===== config.mk =====
export PLATFORM = sky130hd
export DESIGN_NAME = interrupt_ctrl_4ch
export DESIGN_NICKNAME = d
export VERILOG_FILES = /design/src/rtl/irq_ctrl_pkg.sv /design/src/rtl/irq_priority_enc.sv /design/src/rtl/interrupt_ctrl_4ch.sv
export SDC_FILE = /design/constraint.sdc
export NUM_CORES = 1
export LEC_CHECK = 0
export CORE_AREA = 2 2 39 41
export CTS_BUF_LIST = sky130_fd_sc_hd__clkbuf_4
export DETAILED_ROUTE_END_ITERATION = 12
export DIE_AREA = 0 0 41 43
export GPL_TIMING_DRIVEN = 0
export PLACE_DENSITY = 0.71
export SYNTH_ARGS = -nofsm -noshare
export SYNTH_HDL_FRONTEND = slang
export SYNTH_SLANG_ARGS = --single-unit
export TNS_END_PERCENT = 20

===== constraint.sdc =====
create_clock -name clk -period 1.28 [get_ports clk]
set_input_delay 0.192 -clock clk [delete_from_list [all_inputs] [get_ports clk]]
set_output_delay 0.192 -clock clk [all_outputs]
set_load 0.05 [all_outputs]

===== src/rtl/irq_ctrl_pkg.sv =====
// Shared constants and state encoding for the 4-channel interrupt controller.
package irq_ctrl_pkg;

  localparam int unsigned NUM_IRQ  = 4;
  localparam int unsigned ID_WIDTH = 2;

  typedef enum logic {
    IDLE,
    ACTIVE
  } state_e;

endpackage


===== src/rtl/irq_priority_enc.sv =====
// Combinational fixed-priority encoder; the highest set bit wins.
module irq_priority_enc
  import irq_ctrl_pkg::*;
(
  input  logic [NUM_IRQ-1:0]  req,
  output logic [ID_WIDTH-1:0] id,
  output logic                any
);

  always_comb begin
    id  = '0;
    any = |req;
    // Ascending scan so the last (highest) set bit overwrites lower ones.
    for (int i = 0; i < NUM_IRQ; i++) begin
      if (req[i]) begin
        id = ID_WIDTH'(i);
      end
    end
  end

endmodule


===== src/rtl/interrupt_ctrl_4ch.sv =====
// Four-channel interrupt controller: edge/level capture, pending register,
// two-state present/acknowledge FSM with registered outputs.
module interrupt_ctrl_4ch
  import irq_ctrl_pkg::*;
#(
  parameter logic EDGE_TRIG = 1'b1
) (
  input  logic                clk,
  input  logic                rst,
  input  logic [NUM_IRQ-1:0]  irq,
  input  logic [NUM_IRQ-1:0]  mask,
  input  logic                irq_ack,
  output logic                irq_valid,
  output logic [ID_WIDTH-1:0] irq_id,
  output logic [NUM_IRQ-1:0]  pending
);

  logic [NUM_IRQ-1:0]  irq_q;
  logic [NUM_IRQ-1:0]  pending_q, pending_d;
  logic [NUM_IRQ-1:0]  rise, clr;
  logic [ID_WIDTH-1:0] id_q, id_d;
  logic [ID_WIDTH-1:0] enc_id;
  logic                enc_any;
  logic                valid_q;
  logic                accept;
  state_e              state_q, state_d;

  irq_priority_enc u_enc (
    .req (pending_q & mask),
    .id  (enc_id),
    .any (enc_any)
  );

  assign rise   = irq & ~irq_q;
  assign accept = (state_q == ACTIVE) && irq_ack;
  assign clr    = accept ? (NUM_IRQ'(1) << id_q) : '0;

  // A rise landing on the same edge as its own clear keeps the bit pending.
  assign pending_d = EDGE_TRIG ? ((pending_q & ~clr) | rise) : irq;

  always_comb begin
    state_d = state_q;
    id_d    = id_q;
    unique case (state_q)
      IDLE: begin
        if (enc_any) begin
          state_d = ACTIVE;
          id_d    = enc_id;
        end
      end
      ACTIVE: begin
        if (irq_ack) begin
          state_d = IDLE;
        end
      end
      default: state_d = IDLE;
    endcase
  end

  always_ff @(posedge clk) begin
    if (rst) begin
      irq_q     <= '0;
      pending_q <= '0;
      state_q   <= IDLE;
      id_q      <= '0;
      valid_q   <= 1'b0;
    end else begin
      irq_q     <= irq;
      pending_q <= pending_d;
      state_q   <= state_d;
      id_q      <= id_d;
      valid_q   <= (state_d == ACTIVE);
    end
  end

  assign irq_valid = valid_q;
  assign irq_id    = id_q;
  assign pending   = pending_q;

endmodule


==> out/qor.csv <==
metric;value;unit
sw frac;0.298;
Pre-antenna DRT Iters;4;
maximum vdd drop;0.000505;V
cell area after synthesis;422;µm²
P&R area growth vs syn;52.8;%
Yosys cell types;17;
status;finished clean;
Top FF cell, synth;dfxtp_1;
Reg power frac;0.474;
fin area;644;µm²
end of the worst hold path;pending[0];
post-route ant nets;0;
final non-filler cell total;82;
max_cap viols;0;
clock power share;0.286;
CP startpoint kind;flip-flop;
Largest stage delay, worst path;0.41;ns
Synth area leader;dfxtp_1;
Post-Syn Area per Cell;9.37;µm²
critical path capture point type;primary output;
pwr dens;1320;nW/µm²
largest net degree at the start of global routing;11;
Worst Reg-to-Reg Cells;3;
Clock Latency Late Sink;0.25;ns
CTS Buffer Depth;2;
Root Driver;clkbuf_4;
crit path buf inv count;1;
count of buffers from port buffering;17;
critical hold path startpoint;irq_q[0];
CTS Sinks;11;
GPL Wtd Cong;0.668;
Die Wd;41;µm
io pins;18;
RSZ-0062 raised after global routing;true;
critical path type;flip-flop to primary output;
leakage;0.000239;µW
Total Routing Usage GR;0.109;
largest family of logic cells by synthesized area;compound AO/OA/AOI/OAI gates;
drt via density;4.68;
vias;384;
Final Critical Period;1.25;ns
die height;43;µm
Worst-path clk slew;0.06;ns
Initial Utilization;0.305;
initial antenna violation count;0;
Final Slew Violations;0;
crit-path leading delay family;flip-flops;
Least-Margin Pin Slew;0.451;ns
Yosys warning total;0;
crit path max fanout;6;
Post-synth EDFFs;0;
die area;1760;µm²
Yosys reg bits;11;
sequential area share after synthesis;0.522;
ranking of synthesized cells by area;dfxtp_1 52%, nor2b_1 7.4%, a21oi_1 5.9%, o21ai_0 4.7%, nand2b_1 4.5%;
Slew headroom;0.699;
Ant. Diodes;0;
Min-Delay Path Class;flip-flop to flip-flop;
reg2reg end;pending[0];
Synth Area in Adders;0;
CTS H-tree lvls;1;
P_sw;253;µW
multiplexer share of the synthesized area;0;
post-synthesis xor/xnor area fraction;0;
hold violation count in the final report;0;
Starting DRT DRC Count;6;
Synth Area in Simple Gates;0.226;
Core Area;1380;µm²
Fmax;800;MHz
Post-Place Cell Area;617;µm²
std cell rows;14;
worst hold path stage count;2;
CP cell instances;clkdlybuf4s18_2;
first-pass GRT wire length;1.30;mm
worst r2r src;state_q;
wire per inst;10.0;µm
Synth Area in Compound Gates;0.243;
Post-Synthesis Cells;45;
Synth top area share;0.522;
r2r setup slk;0.24;ns
top-count cell post-synth;dfxtp_1;
CP Data Required Time;1.09;ns
Comb pwr share;0.241;
share of layout cells above drive strength 1;0.273;
placed cells;78;
Synth async-reset ratio;0;
clock buffer count from CTS;3;
final worst-path cycle share;0.977;
Post-synth top cells;11 x dfxtp_1, 5 x a21oi_1, 5 x nor2b_1;
Setup violations, final;0;
vias in the first global route;347;
Mapped Nets;56;
Remaining DRCs;0;
Pint;597;µW
nets@finish;78;
WP data arrival;1.06;ns
crit path max-delay cell type;dfxtp_1;
post-CTS setup buffers;0;
grt ovf;0;
Final Skew;0.00124;ns
CTS tree;yes;
routed wire length;821;µm
[repair_timing]
action / in CTS / in global routing
resized for setup: 23 / 4
endpoints found under the setup margin: 7 / 3
hold buffers: 0 / 0
[final cells by class]
class                      count  area (µm²)
sequential                    11         225
tap                           16        20.0
multi-input combinational     33         198
buffer                         1        3.75
timing repair buffer          17         168
fill                         144         739
clock buffer                   4        30.0
[worst min-delay path, stage by stage, from the launching register on]
cell      delay (ns)
dfxtp_1         0.30
nand2b_1        0.09
a21oi_1         0.05
[stage by stage]
| step | setup TNS (ns) | utilization | hold WS [ns] | setup WS, ns | power [µW] |
|---|---|---|---|---|---|
| after floorplan | 0 | - | 0.264 | 0.0133 | 536 |
| after global placement | -0.702 | 0.446 | 0.462 | -0.209 | 622 |
| after detailed placement | -0.736 | 0.446 | 0.472 | -0.222 | 625 |
| after CTS | 0 | 0.469 | 0.483 | 0.00335 | 863 |
| after global routing | -0.0116 | 0.466 | 0.512 | -0.0116 | 896 |
| final | 0 | 0.466 | 0.480 | 0.0292 | 850 |
[registers in the layout, summed over array words and instances (netlist names)]
signal	count
irq_id	2
irq_q	4
pending	4
state_q	1
[how the worst max path moves through the flow]
| stage | startpoint | endpoint | slack, ns | depth (start not counted) |
|---|---|---|---|---|
| 2_1_floorplan | state_q | pending[0] | 0.01 | 3 |
| 3_3_place_gp | state_q | irq_valid | -0.21 | 1 |
| 3_5_place_dp | state_q | irq_valid | -0.22 | 1 |
| 4_1_cts | irq_id[0] | irq_id[0] | 0.003 | 1 |
| 5_1_grt | irq_id[1] | irq_id[1] | -0.01 | 1 |
| 6_report | irq_id[1] | irq_id[1] | 0.03 | 1 |
[placed cells by master (no fill, tap or decap)]
cell and n:
clkbuf_4 5, dfxtp_1 7, o31ai_1 1, a21oi_1 5, buf_2 1, clkdlybuf4s18_2 1
or2_1 1, a22oi_1 1, a22oi_2 1, nor2_1 3, o21ai_0 4, nand2_1 3
clkdlybuf4s50_1 10, a211oi_2 1, dfxtp_2 4, clkdlybuf4s15_2 4, clkbuf_1 1, nor2b_1 5
a32oi_1 1, nand4_1 1, nand2b_1 3, a21oi_2 1, nand3_1 2
[power groups by stage]
| stage | logic [µW] | clock network [µW] | registers, µW |
|---|---|---|---|
| finish | 204 | 243 | 403 |
| global route | 220 | 268 | 407 |
| floorplan | 56.9 | 0 | 479 |
| global placement | 212 | 0 | 410 |
| detailed placement | 214 | 0 | 411 |
| CTS | 207 | 254 | 403 |
[routing by layer]
layer	up-vias	global-route usage	routed length (µm)
met5	-	0	0
met4	0	0.0600	0
met3	0	0.0366	101
met2	15	0.175	352
met1	166	0.117	366
li1	203	-	-
[cells by family after synthesis]
family / after synthesis
AO/OA/AOI/OAI: 15
buffers and inverters: 1
flip-flops: 11
AND/OR/NAND/NOR: 18
Note: power is estimated with default switching activity, not from simulation.
